--- src/rtl/div_hilo_capture.sv ---
// Sequencing and HI/LO writeback around an external combinational signed divider.
// Latches operands on start, waits SETTLE_CYCLES, then captures quotient->LO and remainder->HI.
module div_hilo_capture #(
  parameter int WIDTH         = 8,
  parameter int SETTLE_CYCLES = 2
) (
  input  logic             clock,
  input  logic             reset,
  input  logic             start,
  input  logic [WIDTH-1:0] dividend_in,
  input  logic [WIDTH-1:0] divisor_in,
  output logic [WIDTH-1:0] op_a,
  output logic [WIDTH-1:0] op_b,
  input  logic [WIDTH-1:0] quo_in,
  input  logic [WIDTH-1:0] rem_in,
  input  logic             hi_wr,
  input  logic             lo_wr,
  input  logic [WIDTH-1:0] wr_data,
  output logic [WIDTH-1:0] hi,
  output logic [WIDTH-1:0] lo,
  output logic             busy,
  output logic             done,
  output logic             div_zero
);

  // state | meaning
  // IDLE  | no operation, start and direct writes accepted
  // WAIT  | operands held on op_a/op_b while the divider settles
  // DONE  | result (or divide-by-zero) reported for one cycle
  typedef enum logic [1:0] {
    S_IDLE = 2'd0,
    S_WAIT = 2'd1,
    S_DONE = 2'd2
  } state_t;

  localparam int CNT_W = (SETTLE_CYCLES > 1) ? $clog2(SETTLE_CYCLES) : 1;
  localparam logic [CNT_W-1:0] CNT_LOAD = CNT_W'(SETTLE_CYCLES - 1);

  state_t           state, state_nxt;
  logic [CNT_W-1:0] cnt, cnt_nxt;
  logic             div_zero_nxt;
  logic             load_ops;
  logic             capture;
  logic             wr_allowed;

  always_ff @(posedge clock) begin
    if (reset) begin
      state    <= S_IDLE;
      cnt      <= '0;
      div_zero <= 1'b0;
    end else begin
      state    <= state_nxt;
      cnt      <= cnt_nxt;
      div_zero <= div_zero_nxt;
    end
  end

  always_comb begin
    state_nxt    = state;
    cnt_nxt      = cnt;
    div_zero_nxt = div_zero;
    load_ops     = 1'b0;
    capture      = 1'b0;
    case (state)
      S_IDLE, S_DONE: begin
        if (start) begin
          load_ops = 1'b1;
          if (divisor_in != '0) begin
            cnt_nxt      = CNT_LOAD;
            div_zero_nxt = 1'b0;
            state_nxt    = S_WAIT;
          end else begin
            div_zero_nxt = 1'b1;
            state_nxt    = S_DONE;
          end
        end else begin
          state_nxt = S_IDLE;
        end
      end
      S_WAIT: begin
        if (cnt != '0) begin
          cnt_nxt = cnt - 1'b1;
        end else begin
          capture   = 1'b1;
          state_nxt = S_DONE;
        end
      end
      default: state_nxt = S_IDLE;
    endcase
  end

  // Direct HI/LO writes are locked out while a result is pending so capture never collides.
  assign wr_allowed = (state != S_WAIT);

  always_ff @(posedge clock) begin
    if (reset) begin
      op_a <= '0;
      op_b <= '0;
    end else if (load_ops) begin
      op_a <= dividend_in;
      op_b <= divisor_in;
    end
  end

  always_ff @(posedge clock) begin
    if (reset) begin
      hi <= '0;
      lo <= '0;
    end else if (capture) begin
      hi <= rem_in;
      lo <= quo_in;
    end else if (wr_allowed) begin
      if (hi_wr) hi <= wr_data;
      if (lo_wr) lo <= wr_data;
    end
  end

  assign busy = (state == S_WAIT);
  assign done = (state == S_DONE);

endmodule

--- config.mk ---
export PLATFORM = sky130hd
export DESIGN_NAME = div_hilo_capture
export DESIGN_NICKNAME = d
export VERILOG_FILES = /design/src/rtl/div_hilo_capture.sv
export SDC_FILE = /design/constraint.sdc
export NUM_CORES = 1
export LEC_CHECK = 0
export CORE_MARGIN = 3
export CORE_UTILIZATION = 42
export DETAILED_ROUTE_END_ITERATION = 7
export GPL_TIMING_DRIVEN = 0
export PLACE_DENSITY = 0.92
export RECOVER_POWER = 50
export SLEW_MARGIN = 20
export SYNTH_ARGS = -nofsm -noshare
export SYNTH_HDL_FRONTEND = slang
export SYNTH_SLANG_ARGS = --single-unit
export TNS_END_PERCENT = 5
--- constraint.sdc ---
create_clock -name clock -period 4.1 [get_ports clock]
set_input_delay 0.82 -clock clock [delete_from_list [all_inputs] [get_ports clock]]
set_output_delay 0.82 -clock clock [all_outputs]
set_load 0.01 [all_outputs]
==> out/results.tsv, run 1 <==
stage	metric	value	unit
status	status	finished clean	
power	report.power.total	786	uW
routing	drc	0	
grt	grtUsageTotal	20.1	%
worst_setup_path	crit_arrival	2.10	ns
worst_setup_path	ff2ff_setup_slack	2.45	ns
clock_network	cts.reportedPaths.clkPinSlew	0.11	ns
die	start_util	44.4	%
timing	setup_tns	0	ns
logic_synthesis	synth_xor_area_share	0	%
placement	dp_hpwl	3210	um
die	dieWidth	65.9	um
logic_synthesis	ys_seq_elements	36	
worst_setup_path	cp-start-kind	register	
die	die_height	65.9	um
logic_synthesis	yosys_warnings	0	
worst_setup_path	worstPathMaxFanout	10	
logic_synthesis	synth_nets	225	
finish	fillers	265	
timing	clock-skew-final	0.00894	ns
grt	gr-usage-met1	25.6	%
logic_synthesis	synth_top_family_by_area	simple AND/OR/NAND/NOR gates	
power	leakage	0.869	nW
clock_network	cts_hold_buf	0	
finish	layout-drive-gt1-share	6.39	%
hold_path	min_to	op_a[7]	
hold_path	holdCritPathClass	reg2reg	
routing	num_vias	1565	
timing	period_share	71.2	%
finish	fin_nets	310	
timing	setup_viol	0	
grt	grt_busiest_layer	met2	
timing	worst_pin_slew	0.554	ns
power	ir_drop	0.000205	V
finish	diodes	0	
clock_network	clock_sinks	36	
grt	grt_max_degree	12	
worst_setup_path	worstSetupPathType	reg2out	
timing	period_minus_slack	2.92	ns
grt	grtUsageMet2	33.0	%
routing	drt-total-wl	4150	um
clock_network	cts_setup_buffers	0	
timing	max-slew-margin-rel	63.1	%
clock_network	cts_root_buf	clkbuf_4	
logic_synthesis	post_synth.cell_area_avg	8.37	sq um
timing	finalHoldViolations	0	
logic_synthesis	synth-simple-area-share	27.4	%
grt	grt_antenna_before_repair	0	
worst_setup_path	r2r_end	hi[7]	
grt	grtUsageMet3	3.74	%
logic_synthesis	yosys-mux-area-fraction	0	%
clock_network	postCtsResizedCells	0	
hold_path	hp-start	op_a[7]	
timing	rsz0062_at_grt	no	
grt	grt_pass1_wl	6730	um
placement	gp_congestion	0.757	
timing	max_freq	343	MHz
flow_run	cap_violations	0	
die	dieArea	0.00434	sq mm
grt	grt_remaining_overflow	0	
logic_synthesis	synth-compound-area-share	18.2	%
logic_synthesis	synthesis.area	0.00151	sq mm
routing	drt_iter0_markers	66	
placement	dp_slack	1.60	ns
logic_synthesis	synth.distinct_cells	25	
routing	routedWlPerCell	13.3	um
routing	dr.pass1.iters	5	
logic_synthesis	synth_fa_ha_area_share	0	%
worst_setup_path	worst-r2r-cell-count	5	
die	core	0.00339	sq mm
timing	setup_ws	1.18	ns
finish	areaGrowthSynthToFinish	59.1	%
power	power_density	328	mW/mm^2
clock_network	clock_latency	0.33	ns
hold_path	hold_path_depth	2	
logic_synthesis	synth_seq_area_share	47.8	%
clock_network	cts_tree	yes	
grt	grt_pass1_vias	1482	
clock_network	h-tree-depth	2	
routing	postRouteAntennaNets	0	
routing	viasPerCell	5.02	
die	row_count	21	
placement	io_buffers	78	
die	ioPinCount	80	
clock_network	cts_made_buffers	5	
timing	slew_viol_final	0	
worst_setup_path	endpoint_kind	output port	
logic_synthesis	synthCells	180	
clock_network	clock_path_buffers	2	
timing	holdWs	0.460	ns
worst_setup_path	timing.rr.start	state[1]	
worst_setup_path	required	3.28	ns
[registers in the layout, indices dropped and copies added (netlist names)]
signal / flops
hi: 8
lo: 8
state: 2
div_zero: 1
op_a: 8
op_b: 8
cnt: 1
[kinds of logic (layout without fill, tap and decap cells)]
logic type,after synthesis,after routing
flops,36,36
simple gates,83,83
buf+inv,22,108
compound gates,39,39
[cells in the mapped netlist]
master | number | share of area (%)
nand2_1 | 46 | 11
dfxtp_1 | 36 | 48
a21oi_1 | 16 | 5.3
nor3_1 | 14 | 4.7
inv_1 | 9 | 2.2
a2111oi_0 | 8 | 4.7
a311oi_1 | 8 | 4.7
nor3b_1 | 8 | 4.0
buf_2 | 4 | 1.3
clkbuf_1 | 4 | 1.0
a21oi_2 | 3 | 1.7
buf_4 | 3 | 1.5
nand2b_1 | 3 | 1.2
nor2_1 | 3 | 0.75
nand3_1 | 2 | 0.66
nor2b_1 | 2 | 0.83
o21ai_0 | 2 | 0.66
o32ai_1 | 2 | 1.2
buf_1 | 1 | 0.25
clkinv_1 | 1 | 0.25
nor3b_4 | 1 | 1.2
or3_4 | 1 | 0.75
or3b_1 | 1 | 0.58
or4_1 | 1 | 0.50
or4_4 | 1 | 0.75
[worst max-delay path, stage by stage, from the launching register on]
cell             delay, ns
dfxtp_1               0.37
nand2b_1              0.24
clkinv_1              0.20
clkbuf_1              0.34
clkdlybuf4s50_1       0.63
[how the worst max path moves through the flow]
stage / depth (start not counted) / to / startpoint
after floorplan: 3 / state[1] / divisor_in[3]
after global placement: 4 / busy / state[1]
after detailed placement: 4 / busy / state[1]
after CTS: 4 / busy / state[1]
after global routing: 4 / busy / state[1]
final: 4 / busy / state[1]
[report_power, final]
group / switching, mW / total, mW / internal [mW]
Combinational: 0.0858 / 0.194 / 0.109
Clock: 0.114 / 0.198 / 0.0840
Sequential: 0.0152 / 0.394 / 0.378
Total: 0.215 / 0.786 / 0.571
[area by class of cell]
class / instances / area (sq um) / area share [%]
Tap cell: 46 / 57.6 / 2.40
Timing Repair Buffer: 78 / 781 / 32.6
Clock buffer: 7 / 55.1 / 2.30
Buffer: 12 / 60.1 / 2.51
Clock inverter: 1 / 7.51 / 0.313
Inverter: 10 / 37.5 / 1.57
Multi-Input combinational cell: 122 / 678 / 28.3
Sequential cell: 36 / 721 / 30.1
[metrics by stage]
| stage | instances | instance area, sq um | utilization (%) |
|---|---|---|---|
| after global placement | 304 | 2340 | 69.2 |
| after detailed placement | 304 | 2340 | 69.2 |
| after global routing | 312 | 2400 | 70.7 |
| final | 312 | 2400 | 70.7 |
| after floorplan | 180 | 1510 | - |
| after CTS | 312 | 2410 | 71.0 |
[layout by cell type (no fill, tap or decap), drive strengths merged]
cell / Yosys / final
clkdlybuf4s50: 0 / 66
nand2: 46 / 46
dfxtp: 36 / 36
a21oi: 19 / 19
nor3: 14 / 14
clkbuf: 4 / 13
dlygate4sd3: 0 / 12
inv: 9 / 9
nor3b: 9 / 9
a311oi: 8 / 8
a2111oi: 8 / 8
buf: 8 / 6
nand2b: 3 / 3
nor2: 3 / 3
nor2b: 2 / 2
o21ai: 2 / 2
nand3: 2 / 2
o32ai: 2 / 2
or4: 2 / 2
clkinv: 1 / 1
or3b: 1 / 1
or3: 1 / 1
clkinvlp: 0 / 1
[routing by layer]
layer / up-vias / routed length (um)
li1: 805 / -
met3: 4 / 218
met4: 0 / 59
met2: 47 / 2070
met1: 709 / 1800
met5: - / 0
(Power assumes the default switching activity.)
==> inputs of run 2 (changes only) <==
- CORE_UTILIZATION: 42 -> 39
- PLACE_DENSITY: 0.92 -> 0.87
- clock period: 4.1 -> 2.9 ns (I/O delays scaled with it)
==> run 2 against run 1 <==
First-iteration DRC count grew 120%. Critical endpoint unchanged. Highest routed layer unchanged. Largest power group unchanged. Power up 45%. Global-route usage shrank 0.64 points. Setup slack got worse by 0.76 ns.
==> out/results.tsv, run 2 (synthesized netlist as in run 1, its figures left out) <==
stage	metric	value	unit	change
finish	final_common_cell	clkdlybuf4s50_1		
worst_setup_path	startpoint	state[1]		
power	power_density	474	mW/mm^2	+45%
worst_setup_path	endpoint_kind	output port		
placement	io_buffers	78		unchanged
finish	regArea	721	sq um	unchanged
hold_path	hp-start	op_b[1]		
finish	utilization	68.4	%	-2.3 points
grt	grt_max_degree	11		-1
hold_path	holdCritPathClass	reg2reg		
clock_network	clock_path_buffers	2		unchanged
clock_network	postCtsResizedCells	0		unchanged
timing	setup_viol	0		unchanged
timing	rsz0062_at_grt	no		
power	leakage	0.889	nW	+2.2%
finish	multi_input_area	683	sq um	+0.74%
power	p_comb_share	24.3	%	-0.4 points
grt	grtUsageTotal	19.4	%	-0.64 points
clock_network	clock_latency	0.28	ns	-0.05 ns
grt	grt_remaining_overflow	0		unchanged
routing	postRouteAntennaNets	0		unchanged
power	p_clk_share	27.0	%	+1.8 points
die	ioPinCount	80		unchanged
power	p_int	843	uW	+48%
routing	drc	0		unchanged
routing	drt_iter0_markers	146		+120%
die	dieWidth	68.2	um	+3.4%
timing	setup_tns	0	ns	unchanged
finish	fin_nets	310		unchanged
placement	gp_congestion	0.805		+6.3%
worst_setup_path	required	2.32	ns	-0.96 ns
placement	dp_hpwl	3280	um	+2.2%
die	dieArea	0.00464	sq mm	+7.0%
power	ir_drop	0.000287	V	+40%
routing	drt-total-wl	4310	um	+4.1%
clock_network	cts_tree	yes		
status	status	finished clean		
routing	viasPerCell	5.08		+1.4%
power	seq_power_share	48.7	%	-1.4 points
routing	dr.pass1.iters	4		-1
clock_network	cts_hold_buf	0		unchanged
finish	layout-drive-gt1-share	6.46	%	+0.073 points
placement	dp_slack	0.684	ns	-0.920 ns
timing	max_freq	403	MHz	
worst_setup_path	cp-start-kind	register		
clock_network	cts_root_buf	clkbuf_8		
clock_network	cts_made_buffers	5		unchanged
flow_run	cap_violations	0		unchanged
die	die_height	68.2	um	+3.4%
clock_network	h-tree-depth	2		unchanged
die	core	0.00352	sq mm	+3.9%
timing	period_minus_slack	2.48	ns	
power	swShare	26.2	%	-1.2 points
finish	fillers	312		+18%
placement	place_area	0.00234	sq mm	unchanged
worst_setup_path	crit_arrival	1.90	ns	-0.20 ns
worst_setup_path	worstSetupPathType	reg2out		
clock_network	cts_setup_buffers	0		unchanged
finish	fin_area	0.00241	sq mm	+0.52%
grt	grt_pass1_wl	6730	um	unchanged
timing	worst_pin_slew	0.549	ns	-0.00557 ns
worst_setup_path	timing.rr.start	state[0]		
die	row_count	21		unchanged
routing	num_vias	1571		+0.38%
timing	period_share	85.6	%	
routing	routedWlPerCell	14.0	um	+5.1%
die	start_util	42.8	%	-1.7 points
finish	final_cell_mix	63 x clkdlybuf4s50_1, 46 x nand2_1, 36 x dfxtp_1, 17 x a21oi_1, 15 x dlygate4sd3_1		
timing	max-slew-margin-rel	63.4	%	+0.37 points
timing	slew_viol_final	0		unchanged
worst_setup_path	worstPathMaxFanout	10		unchanged
power	power_switching	299	uW	+39%
finish	areaGrowthSynthToFinish	60.0	%	
grt	grt_antenna_before_repair	0		unchanged
clock_network	cts.reportedPaths.clkPinSlew	0.06	ns	-0.05 ns
timing	setup_ws	0.419	ns	-0.764 ns
timing	finalHoldViolations	0		unchanged
grt	grt_pass1_vias	1519		+2.5%
finish	diodes	0		unchanged
timing	clock-skew-final	0.00768	ns	-0.00126 ns
clock_network	clock_sinks	36		unchanged
==> run 2: cell count changes in the layout (fill, tap and decap cells not counted), sizes merged <==
cell,previous run,this run
buf,6,8
clkbuf,13,9
clkdlybuf4s50,66,63
clkinvlp,1,0
dlygate4sd3,12,15
==> run 2: metrics by stage <==
| step | cells | hold slack (ns) | power [mW] |
|---|---|---|---|
| 2_1_floorplan | 180 | 0.481 | 0.684 |
| 3_5_place_dp | 304 | 0.448 | 0.851 |
| 4_1_cts | 309 | 0.456 | 1.16 |
| 6_report | 309 | 0.451 | 1.14 |
| 3_3_place_gp | 304 | 0.441 | 0.845 |
| 5_1_grt | 309 | 0.470 | 1.20 |
==> run 2: final timing paths <==
check	slack (ns)	cells past startpoint	to
setup / recovery	0.42	4	busy
hold / removal	0.45	2	op_b[1]
setup reg to reg	1.30	3	lo[5]
hold reg to reg	0.45	2	op_b[1]
==> run 2: metal layers <==
metal | wire (um) | global-route usage [%] | vias to the layer above
li1 | - | - | 799
met1 | 1860 | 23.6 | 708
met2 | 2140 | 33.6 | 62
met3 | 296 | 5.75 | 2
met4 | 12 | 4.47 | 0
met5 | 0 | 0 | -
==> run 2: cell type report <==
cell class                      instances  area share (%)
Clock buffer                            5            2.86
Inverter                               10            1.56
Sequential cell                        36            29.9
Timing Repair Buffer                   78            32.4
Buffer                                 12            2.54
Tap cell                               46            2.39
Multi-Input combinational cell        122            28.3
==> run 2: power by group through the flow <==
stage	combinational, mW	clock, mW	sequential, mW
floorplan	0.100	0	0.584
global placement	0.279	0	0.566
detailed placement	0.283	0	0.568
CTS	0.285	0.321	0.557
global route	0.303	0.339	0.560
finish	0.277	0.308	0.556
==> run 2: critical path: stages, from the launching register on <==
cell and delay (ns):
dfxtp_1 0.39, nand2b_1 0.23, clkinv_1 0.24, buf_2 0.26, clkdlybuf4s50_1 0.50
==> inputs of run 3 (changes only) <==
- CORE_MARGIN: 3 -> 8
==> run 3 against run 2 <==
Sequential power about the same. Power up 2.3%. Sequential share of layout area down 0.14 points. Setup slack worse by 0.019 ns. Sequential cell count unchanged. Non-clock buffer count unchanged. Register-to-register slack about the same. Clock power up 9.1%. Largest power group unchanged. Highest routed layer unchanged.
==> out/results.tsv, run 3 (synthesized netlist as in run 1, its figures left out) <==
stage	metric	value	unit	change
grt	grt_pass1_vias	1570		+3.4%
finish	layout-drive-gt1-share	6.79	%	+0.33 points
grt	grt_remaining_overflow	0		unchanged
routing	routedWlPerCell	14.7	um	+5.0%
worst_setup_path	r2r_end	lo[1]		
finish	fin_area	0.00242	sq mm	+0.47%
timing	setup_viol	0		unchanged
die	ioPinCount	80		unchanged
worst_setup_path	ff2ff_setup_slack	1.31	ns	about the same
finish	fin_nets	310		unchanged
grt	grtUsageTotal	15.3	%	-4.1 points
hold_path	hp-start	op_b[6]		
timing	max-slew-margin-rel	64.1	%	+0.69 points
routing	viasPerCell	4.99		-1.8%
die	dieArea	0.00611	sq mm	+32%
power	report.power.total	1.17	mW	+2.3%
timing	max_freq	400	MHz	-0.75%
power	seq_power_share	47.6	%	-1.1 points
hold_path	hold_path_depth	2		unchanged
power	ir_drop	0.000343	V	+19%
timing	finalHoldViolations	0		unchanged
clock_network	cts_hold_buf	0		unchanged
clock_network	cts_tree	yes		
timing	setup_ws	0.400	ns	-0.0189 ns
finish	diodes	0		unchanged
finish	areaGrowthSynthToFinish	60.7	%	
worst_setup_path	worstSetupPathType	reg2out		
worst_setup_path	worstPathMaxFanout	10		unchanged
finish	final_cell_mix	64 x clkdlybuf4s50_1, 46 x nand2_1, 36 x dfxtp_1, 17 x a21oi_1		
placement	dp_hpwl	3590	um	+9.3%
routing	drt-total-wl	4590	um	+6.4%
hold_path	holdCritPathClass	reg2reg		
grt	grt_max_degree	11		unchanged
power	p_int	852	uW	+1.1%
die	dieWidth	78.2	um	+15%
die	die_height	78.2	um	+15%
grt	grt_pass1_wl	7540	um	+12%
worst_setup_path	endpoint_kind	output port		
flow_run	cap_violations	0		unchanged
placement	gp_congestion	0.754		-6.3%
timing	period_share	86.2	%	+0.65 points
timing	period_minus_slack	2.50	ns	+0.0189 ns
power	leakage	0.892	nW	+0.37%
finish	final_common_cell	clkdlybuf4s50_1		
finish	fillers	332		+6.4%
timing	setup_tns	0	ns	unchanged
clock_network	cts_made_buffers	5		unchanged
clock_network	cts_setup_buffers	0		unchanged
clock_network	clock_latency	0.29	ns	about the same
status	status	finished clean		
clock_network	cts.reportedPaths.clkPinSlew	0.07	ns	about the same
worst_setup_path	required	2.32	ns	about the same
worst_setup_path	crit_arrival	1.92	ns	+0.02 ns
timing	slew_viol_final	0		unchanged
timing	worst_pin_slew	0.538	ns	-0.0103 ns
power	swShare	27.1	%	+0.92 points
timing	rsz0062_at_grt	no		
power	power_switching	316	uW	+6.0%
die	start_util	40.8	%	-1.9 points
die	row_count	22		+4.8%
clock_network	cts_root_buf	clkbuf_8		
power	p_comb_share	23.7	%	-0.6 points
power	power_density	483	mW/mm^2	+1.9%
placement	io_buffers	78		unchanged
clock_network	clock_sinks	36		unchanged
placement	place_area	0.00235	sq mm	+0.11%
placement	dp_slack	0.679	ns	-0.00534 ns
timing	clock-skew-final	0.00940	ns	+0.00173 ns
routing	drc	0		unchanged
routing	num_vias	1562		-0.57%
clock_network	clock_path_buffers	2		unchanged
clock_network	h-tree-depth	2		unchanged
routing	drt_iter0_markers	81		-45%
power	p_clk_share	28.7	%	+1.7 points
clock_network	postCtsResizedCells	0		unchanged
die	core	0.00369	sq mm	+4.8%
routing	dr.pass1.iters	4		unchanged
worst_setup_path	timing.rr.start	state[0]		
worst_setup_path	worst-r2r-cell-count	3		unchanged
grt	grt_antenna_before_repair	0		unchanged
worst_setup_path	cp-start-kind	register		
routing	postRouteAntennaNets	0		unchanged
hold_path	min_to	op_b[6]		
-- run 3: changes by cell type in the layout (fill, tap and decap cells not counted), sizes merged --
cell           before  now
clkdlybuf4s50      63   64
clkinv              1    2
dlygate4sd3        15   14
clkbuf              9   10
-- run 3: cell type report --
| cell class | instances | area (sq um) | share of cell area, % |
|---|---|---|---|
| Tap cell | 48 | 60.1 | 2.48 |
| Sequential cell | 36 | 721 | 29.8 |
| Timing Repair Buffer | 78 | 781 | 32.2 |
| Buffer | 12 | 61.3 | 2.53 |
| Inverter | 10 | 37.5 | 1.55 |
| Clock inverter | 1 | 5.00 | 0.207 |
| Clock buffer | 6 | 72.6 | 3.00 |
| Multi-Input combinational cell | 122 | 683 | 28.2 |
-- run 3: critical path, stage by stage (launching register included) --
cell	delay, ns
dfxtp_1	0.40
nand2b_1	0.23
clkinv_1	0.25
buf_2	0.26
clkdlybuf4s50_1	0.50
-- run 3: per-layer routing --
metal / vias up / wire (um) / GRT usage, %
met4: 0 / 28 / 6.11
met5: - / 0 / 0
met2: 62 / 2070 / 23.4
li1: 802 / - / -
met3: 2 / 483 / 7.40
met1: 696 / 2000 / 18.0
-- run 3: power groups by stage --
stage	Combinational (mW)	Sequential, mW	Clock [mW]
final	0.277	0.556	0.336
after global routing	0.302	0.561	0.370
after CTS	0.286	0.557	0.347
after detailed placement	0.285	0.568	0
after global placement	0.281	0.566	0
after floorplan	0.100	0.584	0
-- run 3: metrics by stage --
step | hold slack [ns] | utilization, % | instances
after floorplan | 0.481 | - | 180
after global routing | 0.475 | 65.6 | 313
after CTS | 0.457 | 65.7 | 313
after global placement | 0.441 | 63.6 | 306
after detailed placement | 0.448 | 63.6 | 306
final | 0.451 | 65.6 | 313
-- run 3: worst max path at each step --
stage,from,endpoint,slack [ns],cells after the start
2_1_floorplan,divisor_in[3],state[1],1.23,3
3_3_place_gp,state[1],busy,0.73,4
3_5_place_dp,state[1],busy,0.68,4
4_1_cts,state[1],busy,0.35,4
5_1_grt,state[1],busy,0.28,4
6_report,state[1],busy,0.40,4
